## config.mk

```make
export PLATFORM = sky130hd
export DESIGN_NAME = fp_add_sequencer
export DESIGN_NICKNAME = d
export VERILOG_FILES = /design/src/rtl/fp_add_sequencer.sv
export SDC_FILE = /design/constraint.sdc
export NUM_CORES = 1
export LEC_CHECK = 0
export ABC_AREA = 1
export CAP_MARGIN = 20
export CELL_PAD_IN_SITES_DETAIL_PLACEMENT = 0
export CELL_PAD_IN_SITES_GLOBAL_PLACEMENT = 1
export CORE_UTILIZATION = 39
export DETAILED_ROUTE_END_ITERATION = 16
export PLACE_DENSITY = 0.88
export SYNTH_ARGS = -nofsm -noshare
export SYNTH_HDL_FRONTEND = slang
export SYNTH_SLANG_ARGS = --single-unit
```

## constraint.sdc

```tcl
create_clock -name clk -period 4.3 [get_ports clk]
set_clock_uncertainty 0.2 [all_clocks]
set_input_delay 0.86 -clock clk [delete_from_list [all_inputs] [get_ports clk]]
set_output_delay 0.86 -clock clk [all_outputs]
set_load 0.1 [all_outputs]
```

## src/rtl/fp_add_sequencer.sv

```systemverilog
// rtl/fp_add_sequencer.sv - multi-cycle IEEE-754 single-precision adder (IDLE/ALIGN/ADD/NORM/ROUND/DONE)
// Define FPADD_ROUND_NEAREST_EN to keep guard/round/sticky bits and round to nearest even; default truncates.
module fp_add_sequencer (
  input  logic        clk,
  input  logic        reset,
  input  logic        in_valid,
  output logic        in_ready,
  input  logic [31:0] in_a,
  input  logic [31:0] in_b,
  output logic        out_valid,
  input  logic        out_ready,
  output logic [31:0] out_result,
  output logic        out_overflow,
  output logic        out_underflow,
  output logic        busy
);

  typedef enum logic [2:0] {S_IDLE, S_ALIGN, S_ADD, S_NORM, S_ROUND, S_DONE} state_t;
  state_t r_state, w_next;

  logic [31:0] r_a, r_b, r_spec_val, r_result;
  logic        r_special, r_sign, r_sub, r_ovf, r_unf;
  logic [8:0]  r_exp;
  // r_mant layout: [27] carry, [26:3] mantissa with hidden bit, [2:0] guard/round/sticky
  logic [27:0] r_mant, r_mant_sm;

  logic [30:0] w_mag_a, w_mag_b;
  logic [31:0] w_big, w_sml;
  logic [23:0] w_mant_big, w_mant_sml;
  logic [7:0]  w_diff;
  logic [26:0] w_aligned;
  logic        w_nan_a, w_nan_b, w_inf_a, w_inf_b, w_special;
  logic [31:0] w_spec_val;
  logic        w_shift;
  logic [23:0] w_fin_mant;
  logic [8:0]  w_fin_exp;

  // Operands with a zero exponent are flushed to zero before the magnitude compare
  assign w_mag_a    = (r_a[30:23] == 8'd0) ? 31'd0 : r_a[30:0];
  assign w_mag_b    = (r_b[30:23] == 8'd0) ? 31'd0 : r_b[30:0];
  assign w_big      = (w_mag_a >= w_mag_b) ? {r_a[31], w_mag_a} : {r_b[31], w_mag_b};
  assign w_sml      = (w_mag_a >= w_mag_b) ? {r_b[31], w_mag_b} : {r_a[31], w_mag_a};
  assign w_mant_big = (w_big[30:23] == 8'd0) ? 24'd0 : {1'b1, w_big[22:0]};
  assign w_mant_sml = (w_sml[30:23] == 8'd0) ? 24'd0 : {1'b1, w_sml[22:0]};
  assign w_diff     = w_big[30:23] - w_sml[30:23];

`ifdef FPADD_ROUND_NEAREST_EN
  logic [26:0] w_ext, w_sh;
  logic        w_stk, w_up;
  logic [24:0] w_rnd;
  assign w_ext      = {w_mant_sml, 3'b000};
  assign w_sh       = w_ext >> w_diff;
  assign w_stk      = (w_sh << w_diff) != w_ext;
  assign w_aligned  = (w_diff >= 8'd26) ? 27'd0 : {w_sh[26:1], w_sh[0] | w_stk};
  assign w_up       = r_mant[2] & (r_mant[3] | r_mant[1] | r_mant[0]);
  assign w_rnd      = {1'b0, r_mant[26:3]} + {24'd0, w_up};
  assign w_fin_mant = w_rnd[24] ? w_rnd[24:1] : w_rnd[23:0];
  assign w_fin_exp  = r_exp + {8'd0, w_rnd[24]};
`else
  assign w_aligned  = (w_diff >= 8'd26) ? 27'd0 : {w_mant_sml >> w_diff, 3'b000};
  assign w_fin_mant = r_mant[26:3];
  assign w_fin_exp  = r_exp;
`endif

  assign w_nan_a    = (&r_a[30:23]) && (|r_a[22:0]);
  assign w_nan_b    = (&r_b[30:23]) && (|r_b[22:0]);
  assign w_inf_a    = (&r_a[30:23]) && !(|r_a[22:0]);
  assign w_inf_b    = (&r_b[30:23]) && !(|r_b[22:0]);
  assign w_special  = w_nan_a || w_nan_b || w_inf_a || w_inf_b;
  assign w_spec_val = (w_nan_a || w_nan_b || (w_inf_a && w_inf_b && (r_a[31] != r_b[31]))) ? 32'h7FC00000 :
                      w_inf_a ? r_a : r_b;

  assign w_shift = !r_mant[26] && (r_mant != 28'd0) && (r_exp > 9'd1);

  always_ff @(posedge clk or negedge reset) begin
    if (!reset) r_state <= S_IDLE;
    else        r_state <= w_next;
  end

  always_comb begin
    w_next = r_state;
    case (r_state)
      S_IDLE:  if (in_valid) w_next = S_ALIGN;
      S_ALIGN: w_next = S_ADD;
      S_ADD:   w_next = S_NORM;
      S_NORM:  if (r_special || r_mant[27] || !w_shift) w_next = S_ROUND;
      S_ROUND: w_next = S_DONE;
      S_DONE:  if (out_ready) w_next = S_IDLE;
      default: w_next = S_IDLE;
    endcase
  end

  always_comb begin
    in_ready      = (r_state == S_IDLE);
    busy          = (r_state != S_IDLE);
    out_valid     = (r_state == S_DONE);
    out_result    = r_result;
    out_overflow  = r_ovf;
    out_underflow = r_unf;
  end

  always_ff @(posedge clk or negedge reset) begin
    if (!reset) begin
      r_a <= 32'd0; r_b <= 32'd0; r_spec_val <= 32'd0; r_result <= 32'd0;
      r_special <= 1'b0; r_sign <= 1'b0; r_sub <= 1'b0; r_ovf <= 1'b0; r_unf <= 1'b0;
      r_exp <= 9'd0; r_mant <= 28'd0; r_mant_sm <= 28'd0;
    end else begin
      case (r_state)
        S_IDLE: if (in_valid) begin
          r_a <= in_a;
          r_b <= in_b;
        end
        S_ALIGN: begin
          r_special  <= w_special;
          r_spec_val <= w_spec_val;
          r_sign     <= w_big[31];
          r_sub      <= w_big[31] ^ w_sml[31];
          r_exp      <= {1'b0, w_big[30:23]};
          r_mant     <= {1'b0, w_mant_big, 3'b000};
          r_mant_sm  <= {1'b0, w_aligned};
        end
        S_ADD: r_mant <= r_sub ? (r_mant - r_mant_sm) : (r_mant + r_mant_sm);
        S_NORM: if (!r_special) begin
          if (r_mant[27]) begin
            r_mant <= {1'b0, r_mant[27:2], r_mant[1] | r_mant[0]};
            r_exp  <= r_exp + 9'd1;
          end else if (w_shift) begin
            r_mant <= {r_mant[26:0], 1'b0};
            r_exp  <= r_exp - 9'd1;
          end
        end
        S_ROUND: begin
          r_ovf <= 1'b0;
          r_unf <= 1'b0;
          if (r_special)              r_result <= r_spec_val;
          else if (r_mant == 28'd0)   r_result <= 32'd0;
          else if (!r_mant[26]) begin
            // Normalising would need exponent 0: flush to signed zero
            r_result <= {r_sign, 31'd0};
            r_unf    <= 1'b1;
          end else if (w_fin_exp >= 9'd255) begin
            r_result <= {r_sign, 8'hFF, 23'd0};
            r_ovf    <= 1'b1;
          end else    r_result <= {r_sign, w_fin_exp[7:0], w_fin_mant[22:0]};
        end
        default: ;
      endcase
    end
  end

endmodule

```

### Word-level counts from Yosys, hierarchy flattened

Cells that the tools add are included.

| storage, ports and cells | value |
|---|---|
| bits in registers | 200 |
| input port bits | 68 |
| logic and storage cells | 107 |

| operators by class | value |
|---|---|
| add/subtract/negate cells | 5 |
| magnitude comparators | 4 |
| equal/unequal tests | 11 |
| shift operators | 1 |
| multiplexer cells | 33 |
| bitwise operators | 2 |
| reductions and logical operators | 37 |

Operator list:

| kind | count |
|---|---|
| 32-bit 2-to-1 mux | 6 |
| 31-bit 2-to-1 mux | 4 |
| 28-bit 2-to-1 mux | 4 |
| 28-bit case mux with 3 select lines | 1 |
| 24-bit 2-to-1 mux | 2 |
| 23-bit OR reduction | 2 |
| 8-bit logical NOT | 4 |
| 31-bit >= comparator | 1 |
| 28-bit by 27-bit adder with 28-bit output | 1 |
| 28-bit logical NOT | 1 |
| 28-bit nonzero test | 1 |
| 28-bit by 27-bit subtractor with 28-bit output | 1 |
| 27-bit 2-to-1 mux | 1 |
| 9-bit 2-to-1 mux | 3 |
| 24-bit by 8-bit >> shifter with 24-bit output | 1 |
| 3-bit case mux with 6 select lines | 1 |
| 9-bit case mux with 2 select lines | 1 |
| 8-bit AND reduction | 2 |
| 9-bit by 1-bit adder with 9-bit output (second input constant) | 1 |
| 9-bit by 8-bit >= comparator with 1-bit output (second input constant) | 1 |
| 9-bit by 1-bit greater-than comparator with 1-bit output (second input constant) | 1 |
| 3-bit 2-to-1 mux | 3 |
| 3-bit AND reduction | 3 |
| 9-bit by 1-bit subtractor with 9-bit output (second input constant) | 1 |
| other kinds (19) | 46 |

### Depth between registers and ports, before layout

Gate-level depths: netlist of the first run.

| logic depth | value |
|---|---|
| depth after elaboration | 8 |
| gate-level depth with buffers | 35 |

### Worst setup path before layout of the first run

Ideal clock, no wire load.

| timing | value |
|---|---|
| kind | flip-flop to flip-flop |
| start point | reg r_a[24] |
| end point | reg r_mant_sm[25] |
| arrival time | 4037 ps |
| data required time | 4026 ps |
| path slack | -11 ps |
| stages on the path, launching flop included | 32 |
| buffers on the path | 4 |
| clock period less this slack | 4311 ps |
| cells stage by stage | dfrtp_1 inv_1 nand4_1 nor2_1 clkbuf_1 clkbuf_1 nor2_1 ha_1 nand2_1 inv_1 nand2_1 nand2_1 nand2_1 a21oi_1 nor2_2 buf_4 nand3_1 nand2_1 nand2_2 ha_1 inv_1 nand2_2 xnor2_2 nand2_2 nand3_1 nand3_2 inv_4 nand2_8 inv_6 buf_6 nand3_1 o21ai_2 |

| on the way | value |
|---|---|
| longest elaborated chain between the ends | 8 |

RTL lines:

| item | line | RTL |
|---|---|---|
| from (decl) | 21 | `logic [31:0] r_a, r_b, r_spec_val, r_result;` |
| from (signal assigned) | 110 | `r_a <= in_a;` |
| 8-bit logical NOT | 39 | `assign w_mag_a = (r_a[30:23] == 8'd0) ? 31'd0 : r_a[30:0];` |
| 31-bit 2-to-1 mux * | 39 |  |
| branches (longest 5 deep; another with 31-bit >= comparator) | - |  |
| 27-bit 2-to-1 mux * | 60 | `assign w_aligned = (w_diff >= 8'd26) ? 27'd0 : {w_mant_sml >> w_diff, 3'b000};` |
| to (signal assigned) | 120 | `r_mant_sm <= {1'b0, w_aligned};` |
| to (decl) | 25 | `logic [27:0] r_mant, r_mant_sm;` |

Mark *: on every way between the ends.
A chain may end at the register's enable or synchronous reset.

### Worst setup path after layout of the first run

| timing | value |
|---|---|
| start point | reg r_a[26] |
| end point | reg r_mant_sm[8] |

Same word-level chain as after synthesis.

==> results of run 1 <==
## through the flow
stage / hold WS, ns / cell area, um^2 / std cells / setup TNS, ns
2_1_floorplan: 0.2520 / 13980 / 1994 / 0
3_3_place_gp: 0.2699 / 16580 / 2627 / -3.018
3_5_place_dp: 0.2775 / 16580 / 2627 / -3.573
4_1_cts: 0.2487 / 17590 / 2668 / -0.6998
5_1_grt: 0.2611 / 18570 / 2701 / -4.131
6_report: 0.2218 / 18570 / 2701 / -0.2720
## Yosys cell counts (all sizes together) (2+ instances only)
library cell  count  area share [%]
a32oi             8            0.50
ha               61             5.5
nor4             21            0.94
o32a              6            0.43
dfrtp           197              35
and2              2           0.089
o22a              2            0.13
a41oi             8            0.50
xnor2             7            0.49
o311ai            2            0.13
nand4            50             2.2
o31ai             6            0.32
o21ai           152             5.5
inv             197             5.3
mux2             22             1.8
nor3             21            0.75
nand3           148             5.4
nand2           471              13
o211ai           45             2.5
a211oi            3            0.16
o22ai            10            0.45
nand3b            2            0.11
clkinv            6            0.16
o21a              2            0.11
o221ai            3            0.19
or2               3            0.13
clkbuf           84             2.3
xor2             27             1.7
a31oi            14            0.63
buf              25             1.1
a21oi           172             6.2
nor2            208             5.6
## metal layers
metal	global-route usage [%]	up-vias
li1	-	7233
met2	45.54	634
met1	40.40	7168
met5	0	-
met4	8.272	0
met3	4.626	93
## flip-flops by register name (all words and copies together), names as in the netlist
| signal | flops |
|---|---|
| out_result | 32 |
| r_state | 3 |
| r_mant_sm | 24 |
| out_overflow | 1 |
| r_a | 32 |
| r_b | 32 |
| r_sign | 1 |
| r_exp | 9 |
| out_underflow | 1 |
| r_sub | 1 |
| r_mant | 28 |
| r_spec_val | 32 |
| r_special | 1 |
## cell type report
class                           count  area share (%)
Multi-Input combinational cell   1487           46.57
Sequential cell                   197           26.54
Timing Repair inverter              1         0.06063
Clock buffer                       17           2.291
Tap cell                          455           3.065
Inverter                          203           4.244
Clock inverter                     15           1.125
Timing Repair Buffer              326           16.10
## what timing repair did
item | CTS | global route
endpoints found under the setup margin | 30 | 37
hold endpoints to repair | 0 | 0
pin swaps | 9 | 84
setup buffers | 4 | 29
cloned | 5 | 4
gates resized for setup | 52 | 187
## cells by family (layout without fill, tap and decap cells)
kind of cell,Yosys count,after routing
compound gates,439,439
xor+xnor,34,34
fa+ha+maj,61,61
buf+inv,312,562
flops,197,197
mux,23,23
simple gates,928,930
## final timing paths
kind,cells after the start,startpoint,slack [ns],to
worst max-delay path,32,r_a[26],-0.10,r_mant_sm[8]
worst min-delay path,1,reset,0.22,r_exp[7]
worst max register to register,32,r_a[26],-0.10,r_mant_sm[8]
worst min register to register,2,r_spec_val[17],0.30,r_spec_val[17]
max in group asynchronous,2,reset,2.69,r_a[16]
min in group clk,2,r_spec_val[17],0.30,r_spec_val[17]
==> metrics.md, run 1 <==
| Metric | Value |
|---|---|
| Reg area | 4930 um^2 |
| H-Tree Depth | 4 |
| Die Ht | 191.3 um |
| CP Data Arrival Time | 4.61 ns |
| Most frequent cells in the layout | 408 x nand2_1, 197 x buf_4, 197 x dfrtp_1 |
| DR WL/cell | 19.38 um |
| DP Wirelength | 39.36 mm |
| # diodes | 0 |
| Max_slew headroom | 33.58% |
| Fmax | 0.2271 GHz |
| CP max stage cell | dfrtp_1 |
| Gpl congestion | 0.9446 |
| Max clock buf depth | 2 |
| Worst slew pin tran | 0.9932 ns |
| Num rows | 68 |
| Max-cap violation count | 0 |
| Initial antenna violation count | 0 |
| Final worst path period need | 4.404 ns |
| CTS tree | built |
| Grt ovf | 0 |
| Failing checks | negative setup slack |
| CTS Root Cell | clkbuf_16 |
| Synth Cell Area | 13980 um^2 |
| Met2 wire len | 23.99 mm |
| Core ar. | 34880 um^2 |
| Buf/Inv on CP | 7 |
| Setup WS pre-CTS | -0.3474 ns |
| Drt first pass iters | 6 |
| Endpoints failing setup | 8 |
| Largest family of logic cells by synthesized area | simple AND/OR/NAND/NOR gates |
| Gr usage total | 28.82% |
| Critical setup path kind | register to register |
| 1st-iter DRT viols | 1582 |
| IO Pins | 105 |
| DRC violations left | 0 |
| Hold buffer count at cts | 0 |
| Met1 WL | 22.77 mm |
| Worst Path Required | 4.51 ns |
| Max Slew Vio Count | 0 |
| Asr flop ratio synth | 100.0% |
| Mux cell area share after synthesis | 1.844% |
| First-pass GRT wire length | 80.29 mm |
| Reg clk slew, reported paths | 0.09 ns |
| Area taken by multi-input logic gates | 8650 um^2 |
| Utilization after layout | 53.24% |
| Via density | 5.601 |
| Synth-to-Final Area Change | 32.85% |
| Max FO, Critical Path | 8 |
| Final WS setup | -0.1043 ns |
| Share of post-route cells with drive strength above 1 | 21.46% |
| DIE AREA | 36610 um^2 |
| Syn nets | 2123 |
| Worst path most repeated cell | nand2_2 |
| Clk sinks | 197 |
| # port buffers | 104 |
| Fillers | 3373 |
| Pin count of the biggest net entering global routing | 83 |
| Die width | 191.3 um |
| CP peak stage delay | 0.39 ns |
| Final WL | 52.34 mm |
| Vias in the first global route | 14119 |
| Post-synth EDFFs | 0 |
| Final Hold Fails | 0 |
| RSZ-0062 raised after global routing | true |
| Yosys reg bits | 197 |
| Cells after synthesis | 1994 |
| Post-Synth XOR/XNOR Area | 2.238% |
| Type of the worst min-delay path | input pin to async pin |
| Uppermost layer routed | met4 |
| Fin nets | 2362 |
| Ys Warns | 0 |
| Vias | 15128 |
| CP Launch Type | register |
| Ys flop type | dfrtp_1 |
| Num CTS Buffers | 17 |
| Synth Area in Compound Gates | 17.97% |
| Clk_lat worst skew | 0.47 ns |
| Met3 routed WL | 4.151 mm |
| CP top delay family | simple AND/OR/NAND/NOR gates |
| CP Capture Type | register |
| Final Cycle Share | 102.4% |
| Syn Area/Cell | 7.011 um^2 |
| Yosys cell types | 58 |
| Initial Util | 40.08% |
| Register area share after synthesis | 35.26% |
| Synth Area in Adders | 5.460% |
| Synth Area in Simple Gates | 28.32% |
| Antenna Nets Post-Route | 0 |
| Most common cell after layout, fill and taps aside | nand2_1 |
| Status | finished, violations left |
Power of run 1 is not shown: default switching activity piles up to over one toggle a cycle in this logic, so the estimate is an artifact.
==> inputs of run 2 (changes only) <==
--- a/config.mk
+++ b/config.mk
@@ -7,10 +7,11 @@
 export LEC_CHECK = 0
 export ABC_AREA = 1
 export CAP_MARGIN = 20
-export CELL_PAD_IN_SITES_DETAIL_PLACEMENT = 0
+export CELL_PAD_IN_SITES_DETAIL_PLACEMENT = 1
 export CELL_PAD_IN_SITES_GLOBAL_PLACEMENT = 1
 export CORE_UTILIZATION = 39
 export DETAILED_ROUTE_END_ITERATION = 16
+export MAX_ROUTING_LAYER = met4
 export PLACE_DENSITY = 0.88
 export SYNTH_ARGS = -nofsm -noshare
 export SYNTH_HDL_FRONTEND = slang
==> metrics.md, run 2 (synthesized netlist as in run 1, its figures left out) <==
| Metric | Value |
|---|---|
| Status | finished, violations left |
| Failing checks | negative setup slack |
| Final WL | 66.38 mm (+27%) |
| Type of the worst min-delay path | input pin to async pin |
| Core ar. | 34880 um^2 (unchanged) |
| CP Data Arrival Time | 5.14 ns (+0.53 ns) |
| Max-cap violation count | 0 (unchanged) |
| Vias in the first global route | 16395 (+16%) |
| DR WL/cell | 24.52 um (+27%) |
| R2r endpoint | r_mant_sm[6] |
| Hold buffer count at cts | 0 (unchanged) |
| CP Capture Type | register |
| Num CTS Buffers | 17 (unchanged) |
| Placed cell count | 2616 (-0.42%) |
| CP peak stage delay | 0.41 ns (+0.02 ns) |
| Gpl congestion | 0.9542 (+1.0%) |
| Share of post-route cells with drive strength above 1 | 22.82% (+1.4 points) |
| CTS Root Cell | clkbuf_16 |
| 1st-iter DRT viols | 1668 (+5.4%) |
| Final Hold Fails | 0 (unchanged) |
| Initial Util | 40.08% (unchanged) |
| Uppermost layer routed | met4 |
| Final worst path period need | 4.938 ns (+0.5339 ns) |
| Met2 wire len | 31.35 mm (+31%) |
| Via density | 6.156 (+9.9%) |
| Max Slew Vio Count | 0 (unchanged) |
| CP max stage cell | dfrtp_1 |
| Met1 WL | 26.41 mm (+16%) |
| Endpoints failing setup | 36 (+28) |
| Reg clk slew, reported paths | 0.08 ns (about the same) |
| Antenna Nets Post-Route | 0 (unchanged) |
| Worst slew pin tran | 0.9910 ns (-0.002212 ns) |
| Fmax | 0.2025 GHz (-11%) |
| Worst path most repeated cell | nand2_1 |
| DRC violations left | 0 (unchanged) |
| # port buffers | 104 (unchanged) |
| Most frequent cells in the layout | 395 x nand2_1, 202 x buf_4, 197 x dfrtp_1 |
| CP Launch Type | register |
| Most common cell after layout, fill and taps aside | nand2_1 |
| Vias | 16664 (+10%) |
| Max clock buf depth | 2 (unchanged) |
| Non-Filler Instances | 2707 (+0.22%) |
| H-Tree Depth | 4 (unchanged) |
| Critical setup path kind | register to register |
| Clk sinks | 197 (unchanged) |
| Initial antenna violation count | 1 (+1) |
| DP Wirelength | 43.86 mm (+11%) |
| Die width | 191.3 um (unchanged) |
| DIE AREA | 36610 um^2 (unchanged) |
| Final Cycle Share | 114.8% (+12 points) |
| Grt ovf | 0 (unchanged) |
| Max FO, Critical Path | 22 (+14) |
| RSZ-0062 raised after global routing | true |
| Final WS setup | -0.6382 ns (-0.5339 ns) |
| Clk_lat worst skew | 0.49 ns (+0.02 ns) |
| Worst r2r src | r_b[25] |
| Fillers | 4292 (+27%) |
| Pin count of the biggest net entering global routing | 109 (+31%) |
| Num rows | 68 (unchanged) |
| Max_slew headroom | 33.73% (+0.15 points) |
| IO Pins | 105 (unchanged) |
| Worst Path Required | 4.51 ns (about the same) |
| Met3 routed WL | 4.942 mm (+19%) |
| CTS tree | built |
| Gr usage total | 34.21% (+5.4 points) |
| R2R setup slack | -0.64 ns (-0.53 ns) |
| Synth-to-Final Area Change | 35.16% |
| Fin nets | 2368 (+0.25%) |
| R2r worst-path depth | 32 (unchanged) |
| First-pass GRT wire length | 93.09 mm (+16%) |
| # diodes | 0 (unchanged) |
| Die Ht | 191.3 um (unchanged) |
| Drt first pass iters | 6 (unchanged) |
run 2: cell count changes in the layout (fill, tap and decap cells not counted), sizes merged:
cell,previous run,this run
buf,219,227
bufbuf,1,0
bufinv,1,0
clkbuf,21,20
inv,203,204
run 2: layout make-up:
type                       instances  area, um^2  share of cell area (%)
clock inverter                    15       183.9                  0.9734
inverter                         203       782.0                   4.139
sequential                       197        4930                   26.09
multi-input combinational       1487        8997                   47.62
timing repair buffer             332        2990                   15.83
clock buffer                      17       425.4                   2.252
tap                              455       569.3                   3.013
timing repair inverter             1       16.27                 0.08609
run 2: per-stage QoR:
| stage | utilization, % | area, um^2 | worst slack [ns] | setup TNS (ns) | hold slack [ns] |
|---|---|---|---|---|---|
| 4_1_cts | 51.45 | 17950 | -0.003784 | -0.003784 | 0.1821 |
| 3_3_place_gp | 47.34 | 16510 | -0.1353 | -1.254 | 0.2724 |
| 5_1_grt | 54.16 | 18890 | -0.6754 | -14.70 | 0.2044 |
| 6_report | 54.16 | 18890 | -0.6382 | -12.49 | 0.1517 |
| 3_5_place_dp | 47.34 | 16510 | -0.3156 | -5.649 | 0.2911 |
| 2_1_floorplan | - | 13980 | 0.08547 | 0 | 0.2520 |
run 2: worst max-delay path, delay by kind of cell (launching register included):
kind            cells  cell delay, ns
compound gates      1            0.17
simple gates       24            2.90
flops               1            0.41
buf+inv             6            0.91
fa+ha+maj           1            0.26
run 2: worst max path at each step:
stage / endpoint / from / depth (start not counted)
after floorplan: r_mant_sm[25] / r_a[24] / 31
after global placement: r_mant_sm[4] / r_a[26] / 28
after detailed placement: r_mant_sm[3] / r_b[28] / 32
after CTS: r_mant_sm[16] / r_a[26] / 30
after global routing: r_mant_sm[6] / r_b[29] / 32
final: r_mant_sm[6] / r_b[25] / 32
run 2: metal layers:
metal,vias to the layer above,GRT usage (%)
met5,-,-
met4,0,12.52
met3,277,5.508
met2,856,54.65
met1,8322,43.54
li1,7209,-
run 2: what timing repair did:
action	4_1_cts	5_1_grt
buffers inserted	38	16
pin swaps	61	85
setup endpoints to repair	30	69
gates resized for setup	111	181
cloned	3	4
Power of run 2 is left out for the same reason.
